[src/rtl/stage_branch_pkg.sv]
// stage_branch_pkg: shared widths, branch decode constants and the commit qualifier
package stage_branch_pkg;
    localparam int DEF_WL_W  = 16;
    localparam int DEF_STG_W = 3;
    localparam logic [3:0] BR_DEC_00 = 4'b0001;
    localparam logic [3:0] BR_DEC_01 = 4'b0010;
    localparam logic [3:0] BR_DEC_10 = 4'b0100;
    localparam logic [3:0] BR_DEC_11 = 4'b1000;
    function automatic logic commit(input logic ct_n);
        return ~ct_n;
    endfunction
endpackage

[src/rtl/stage_branch_branch_reg.sv]
// branch_reg: BR1/BR2 flops loaded from sign, overflow and zero tests of the write bus
module branch_reg
    import stage_branch_pkg::*;
#(
    parameter int WL_W = DEF_WL_W
) (
    input  logic            clock,
    input  logic            clr,
    input  logic            ce,
    input  logic [WL_W-1:0] wl,
    input  logic            tsgn,
    input  logic            tov,
    input  logic            tmz,
    input  logic            tpzg,
    output logic            br1,
    output logic            br2,
    output logic [3:0]      br_dec
);
    logic br1_nxt;
    logic br2_nxt;
    // next-state selection: BR1 both writers load the sign; BR2 writers ranked tov > tmz > tpzg
    always_comb begin
        br1_nxt = (tsgn || tov) ? wl[WL_W-1] : br1;
        br2_nxt = tov ? (wl[WL_W-1] ^ wl[WL_W-2]) : tmz ? (&wl) : tpzg ? ~(|wl) : br2;
    end
    // branch registers, cleared on restart, loaded only inside the CT window
    always_ff @(posedge clock) begin
        if (clr) begin
            br1 <= 1'b0;
            br2 <= 1'b0;
        end else if (ce) begin
            br1 <= br1_nxt;
            br2 <= br2_nxt;
        end
    end
    // one-hot decode of {br1,br2} for the crosspoint decoder
    always_comb begin
        br_dec = br1 ? (br2 ? BR_DEC_11 : BR_DEC_10) : (br2 ? BR_DEC_01 : BR_DEC_00);
    end
endmodule

[src/rtl/stage_branch.sv]
// stage_branch: stage and branch registers stepping in lockstep with the CT/T12 timing
module stage_branch
    import stage_branch_pkg::*;
#(
    parameter int WL_W  = DEF_WL_W,
    parameter int STG_W = DEF_STG_W
) (
    input  logic             clock,
    input  logic             rst,
    input  logic             gojam,
    input  logic             ct_n,
    input  logic             t12_n,
    input  logic             nisq,
    input  logic [STG_W-1:0] st_set,
    input  logic [WL_W-1:0]  wl,
    input  logic             tsgn,
    input  logic             tov,
    input  logic             tmz,
    input  logic             tpzg,
    output logic [STG_W-1:0] stg,
    output logic [STG_W-1:0] stg_n,
    output logic [STG_W-1:0] stg_pend,
    output logic             br1,
    output logic             br1_n,
    output logic             br2,
    output logic             br2_n,
    output logic [3:0]       br_dec
);
    logic clr;
    logic ce;
    assign clr = rst || gojam;
    assign ce  = commit(ct_n);
    // stage bits accumulate during the cycle and commit at T12; nisq starts a fresh instruction
    always_ff @(posedge clock) begin
        if (clr) begin
            stg      <= '0;
            stg_pend <= '0;
        end else if (ce) begin
            if (t12_n) begin
                stg_pend <= stg_pend | st_set;
            end else begin
                stg      <= nisq ? '0 : (stg_pend | st_set);
                stg_pend <= '0;
            end
        end
    end
    branch_reg #(.WL_W(WL_W)) u_branch (
        .clock  (clock),
        .clr    (clr),
        .ce     (ce),
        .wl     (wl),
        .tsgn   (tsgn),
        .tov    (tov),
        .tmz    (tmz),
        .tpzg   (tpzg),
        .br1    (br1),
        .br2    (br2),
        .br_dec (br_dec)
    );
    // complemented views for the active-low decoder inputs
    always_comb begin
        stg_n = ~stg;
        br1_n = ~br1;
        br2_n = ~br2;
    end
endmodule

[config.mk]
export PLATFORM = sky130hd
export DESIGN_NAME = stage_branch
export DESIGN_NICKNAME = d
export VERILOG_FILES = /design/src/rtl/stage_branch_pkg.sv /design/src/rtl/stage_branch_branch_reg.sv /design/src/rtl/stage_branch.sv
export SDC_FILE = /design/constraint.sdc
export NUM_CORES = 1
export LEC_CHECK = 0
export ABC_CLOCK_PERIOD_IN_PS = 2100
export CORE_MARGIN = 1.5
export CORE_UTILIZATION = 29
export DETAILED_ROUTE_END_ITERATION = 8
export GPL_TIMING_DRIVEN = 1
export PLACE_DENSITY = 0.89
export REMOVE_ABC_BUFFERS = 1
export SKIP_LAST_GASP = 1
export SLEW_MARGIN = 5
export SYNTH_ARGS = -nofsm -noshare
export SYNTH_HDL_FRONTEND = slang
export SYNTH_SLANG_ARGS = --single-unit
[constraint.sdc]
create_clock -name clock -period 2.1 [get_ports clock]
set_input_delay 0.315 -clock clock [delete_from_list [all_inputs] [get_ports clock]]
set_output_delay 0.315 -clock clock [all_outputs]
set_load 0.01 [all_outputs]
Word level (Yosys, flattened, before mapping). Index checks and enable logic that the tools add are counted.

Register bits after elaboration: 8. Bits in latches: 0. RAM bits: 0. Memory bits (read-only): 0. Input bits: 29. Output and inout bits: 17. Word-level logic and storage cells: 28. Memories: 0.

$add $sub $neg: 0. $mul: 0. Div/mod/pow operators: 0. $lt $le $gt $ge: 0. Equal/unequal tests: 0. Shifts and indexed selects: 0. Muxes and demuxes: 8. Bitwise gates (word level): 8. Reductions and logical operators: 8.

Operator list (count): 16-bit AND reduction (1); 16-bit OR reduction (1); 4-bit two-way mux (2); 3-bit two-way mux (2); 2-bit AND reduction (3); 1-bit NOT (5); 1-bit two-way mux (3); 3-bit NOT (1); 3-bit OR (1); 3-bit nonzero test (1); 1-bit logical OR (2); 2-bit two-way mux (1); 1-bit XOR (1).

Longest topological paths before layout.
Depth in word-level cells: 5. Mapped depth: 5.

By module. Synthesis repeated with hierarchy kept, for this count alone.

Cell total of the unflattened synthesis: 57. Area total of the unflattened synthesis: 455.4 µm².

By module, submodules not included: stage_branch (times used 1, cells each 27, area an instance 232.7 µm²); branch_reg (times used 1, cells each 30, area an instance 222.7 µm²).

Worst setup path before layout. OpenSTA, ideal clock, no wires.

Kind: input-to-reg. Start point: in wl[14]. End point: reg u_branch.br2. Setup time: 0.074 ns. Data arrival time: 1.161 ns. Required time: 2.026 ns. Slack: 0.865 ns. Stages: 4. Cell sequence: ha_1 -> nand4_1 -> or4_1 -> a31oi_1.

Cells in the longest elaborated chain, start to end: 5. Elaborated cells on any way between the ends: 7.

Ends and longest elaborated chain: from (decl) (RTL line stage_branch.sv:15) `input logic [WL_W-1:0] wl,`; 16-bit OR reduction (RTL line stage_branch_branch_reg.sv:24) `br2_nxt = tov ? (wl[WL_W-1] ^ wl[WL_W-2]) : tmz ? (&wl) : tpzg ? ~(|wl) : br2;`; 1-bit NOT (RTL line stage_branch_branch_reg.sv:24); 1-bit two-way mux (2 in series) (RTL line stage_branch_branch_reg.sv:24); 1-bit two-way mux (*) (RTL line stage_branch_branch_reg.sv:24); to (signal assigned) (RTL line stage_branch_branch_reg.sv:33) `br2 <= br2_nxt;`; to (decl) (RTL line stage_branch_branch_reg.sv:16) `output logic br2,`.

Every way passes the cells marked *; elsewhere a longest branch is shown, timed or not. The select of a mux whose other input is x is not followed. A chain may end at the register's enable or synchronous reset.

Final worst setup path.
Start point: reg u_branch.br2. End point: out br_dec[1].

Cells in the longest elaborated chain, start to end: 2.

Ends and longest elaborated chain: 2-bit two-way mux (RTL line stage_branch_branch_reg.sv:38) `br_dec = br1 ? (br2 ? BR_DEC_11 : BR_DEC_10) : (br2 ? BR_DEC_01 : BR_DEC_00);`; 4-bit two-way mux (RTL line stage_branch_branch_reg.sv:38); to (decl) (RTL line stage_branch.sv:27) `output logic [3:0] br_dec`.

Every way passes these cells.

==> flow_metrics.tcl <==
set metrics [dict create \
    status "completed" \
    synth.cells.most_frequent "12 x sky130_fd_sc_hd__nor2_1, 9 x sky130_fd_sc_hd__inv_1, 8 x sky130_fd_sc_hd__dfxtp_1, 5 x sky130_fd_sc_hd__a21oi_1, 5 x sky130_fd_sc_hd__nand4_1" \
    tritoncts "yes" \
    layout-area-overhead-vs-synth_pct 114.2 \
    grt.total_usage 0.2067 \
    fmax_ghz 0.5657 \
    floorplan.initialDensity 0.3188 \
    critical_path.cell_chain "inv_1 > nor2_1 > clkdlybuf4s50_1" \
    critical_path.slowest_cell "sky130_fd_sc_hd__clkdlybuf4s50_1" \
    hold_viol_final 0 \
    synth_edf_count 0 \
    core-area_um2 1350 \
    design.final.nets 140 \
    detail_route.drc_violations 0 \
    syn_inst 59 \
    initial_antenna_violation_count 0 \
    critical_path_required_ps 1780 \
    min_path_type "reg -> reg" \
    cts.hold.buffers_added 0 \
    diodes 0 \
    total_via_count_after_detailed_routing 619 \
    drt-total-wl_mm 1.629 \
    internal_power_uw 290.1 \
    die-area_um2 1724 \
    netlist.area_leader.share 0.3721 \
    die_width_um 41.53 \
    fin_crit_sh 0.8418 \
    gp_routability_congestion 0.8656 \
    worst_ir_drop_vdd_mv 0.2897 \
    grt_pass1_wl_mm 2.725 \
    synth_seq_cells 8 \
    n_fill_cell 116 \
    grt_setup_unrepaired "no" \
    switching_share 0.2398 \
    grt_max_degree 7 \
    critPathCaptureType "output port" \
    slowest_delay_ps 540 \
    leakage_uw 0.0003408 \
    wl_per_cell_um 13.35 \
    dpl_worst_slack_ps 223.2 \
    yosysSeqAreaShare 0.3721 \
    grt_overflow_total 0 \
    synth_area_leader_cell "sky130_fd_sc_hd__dfxtp_1" \
    row_count 13 \
    worstSetupPathType "reg -> out" \
    cts-root-buf "sky130_fd_sc_hd__clkbuf_4" \
    via_per_inst 5.074 \
    setup-violations-final 0 \
    postRouteAntennaNets 0 \
    maxCapViolations 0 \
    maxSlewHeadroom 0.7239 \
    cts_setup_buffers 0 \
    grt_pass1_vias 599 \
    finalSetupTns_ps 0 \
    post-synth-top-count-cell "sky130_fd_sc_hd__nor2_1" \
    worst_skew_pair.late_latency_ps 250 \
    ctsLongestPathBuffers 2 \
    final_layout_size_suffix_gt1_frac 0.02804 \
    power.combinational.fraction 0.278 \
    clock_network_power_share 0.306 \
    placed_cells 119 \
    post_synthesis_async_set_or_reset_flop_share 0 \
    timing.critical_path.fanout_max 5 \
    synth.area.top_cells "sky130_fd_sc_hd__dfxtp_1 37%, sky130_fd_sc_hd__nor2_1 10%, sky130_fd_sc_hd__inv_1 7.8%" \
    number_of_top_level_pins 46 \
    multiInputGateArea_um2 236.5 \
    dr.pass1.iters 4 \
    synthDistinctLibCells 17 \
    max_slew.worst_pin.slew_ps 411.4 \
    power.sequential.fraction 0.416 \
    hpwl_mm 1.384 \
    cts_repair_resize_count 0 \
    die_height_um 41.53 \
    cts.sinks 8 \
    postSynthAreaPerCell_um2 7.295 \
    clk_pin_slew_worst_paths_ps 50 \
    power.net_switching_uw 91.52 \
    final_critical_path_setup_slack_ps 332.2 \
    post_synthesis_instance_area_um2 430.4 \
    drt-initial-drc-count 14 \
    cts_htree_levels 1 \
    register_cell_area_after_layout_um2 160.2 \
    clock-skew-final_ps 2.318 \
    yosys_warnings 0 \
    finalMaxSlewViolations 0 \
    worst_ep_arrival_time_ps 1450 \
    power_density_nw_per_um2 413.8 \
    minimum_clock_period_after_layout_ps 1768 \
    io_buffer_count 45 \
    cts_buffers 3 \
    finalNonFillerCells 122 \
    startpoint_type "register" \
    postSynth.topFlopCell "sky130_fd_sc_hd__dfxtp_1" \
]
## logic make-up (layout without fill, tap and decap cells)
logic type,count (synthesis),count (layout),synth area share
simple gates,26,26,0.3023
flops,8,8,0.3721
buf+inv,9,57,0.07848
fa+ha+maj,2,2,0.05813
compound gates,14,14,0.1890
## power groups by stage
| stage | registers [µW] | logic (µW) | clock network (µW) |
|---|---|---|---|
| 4_1_cts | 159 | 106 | 122 |
| 6_report | 159 | 106 | 117 |
| 3_3_place_gp | 162 | 102 | 0 |
| 3_5_place_dp | 162 | 106 | 0 |
| 2_1_floorplan | 163 | 23.2 | 0 |
| 5_1_grt | 159 | 115 | 128 |
## flip-flops by register name (all words and copies together) (netlist names)
name,flops
stg,3
u_branch.br2,1
stg_pend,3
u_branch.br1,1
## worst paths after layout
path | to | cells past startpoint | slack (ps) | startpoint
setup / recovery | br_dec[1] | 3 | 330 | u_branch.br2$_SDFFE_PP0P_
hold / removal | stg[0]$_SDFFE_PP0P_ | 2 | 490 | stg[0]$_SDFFE_PP0P_
setup reg to reg | u_branch.br2$_SDFFE_PP0P_ | 4 | 1100 | u_branch.br2$_SDFFE_PP0P_
hold reg to reg | stg[0]$_SDFFE_PP0P_ | 2 | 490 | stg[0]$_SDFFE_PP0P_
## layer usage
layer | global-route usage | vias up | part of all wire | routed length (µm)
li1 | - | 311 | - | -
met1 | 0.2225 | 275 | 0.38 | 617
met2 | 0.3500 | 27 | 0.52 | 855
met3 | 0.07826 | 6 | 0.058 | 95
met4 | 0.1032 | 0 | 0.037 | 61
met5 | 0 | - | 0 | 0
## placed cells by master, fill, tap and decap left out, drive strengths merged
cell type	instances
a21oi	5
a31oi	1
clkbuf	3
clkdlybuf4s50	45
dfxtp	8
ha	2
inv	9
nand2	1
nand4	5
nor2	12
nor3	3
nor4	3
nor4b	1
o21ai	3
o21bai	1
o22ai	3
o311ai	1
or4	1
## metrics by stage
step | total power (µW) | area [µm²] | hold slack [ps] | util
3_5_place_dp | 267.4 | 899.6 | 485.9 | 0.6664
4_1_cts | 387.1 | 922.1 | 495.6 | 0.6830
2_1_floorplan | 186.4 | 430.4 | 391.8 | -
3_3_place_gp | 263.5 | 899.6 | 480.7 | 0.6664
5_1_grt | 402.1 | 922.1 | 525.8 | 0.6830
6_report | 381.6 | 922.1 | 490.5 | 0.6830
## critical path: cells and delay by family, from the launching register on
| family | cells | cell delay, ps |
|---|---|---|
| buffers and inverters | 2 | 660 |
| and+or+nand+nor | 1 | 130 |
| DFF | 1 | 400 |
## cell type report
class,count,area share
Timing Repair Buffer,45,0.4885
Multi-Input combinational cell,42,0.2564
Sequential cell,8,0.1737
Inverter,9,0.03664
Clock buffer,3,0.02442
Tap cell,15,0.02035
Note: power is estimated with default switching activity, not from simulation.
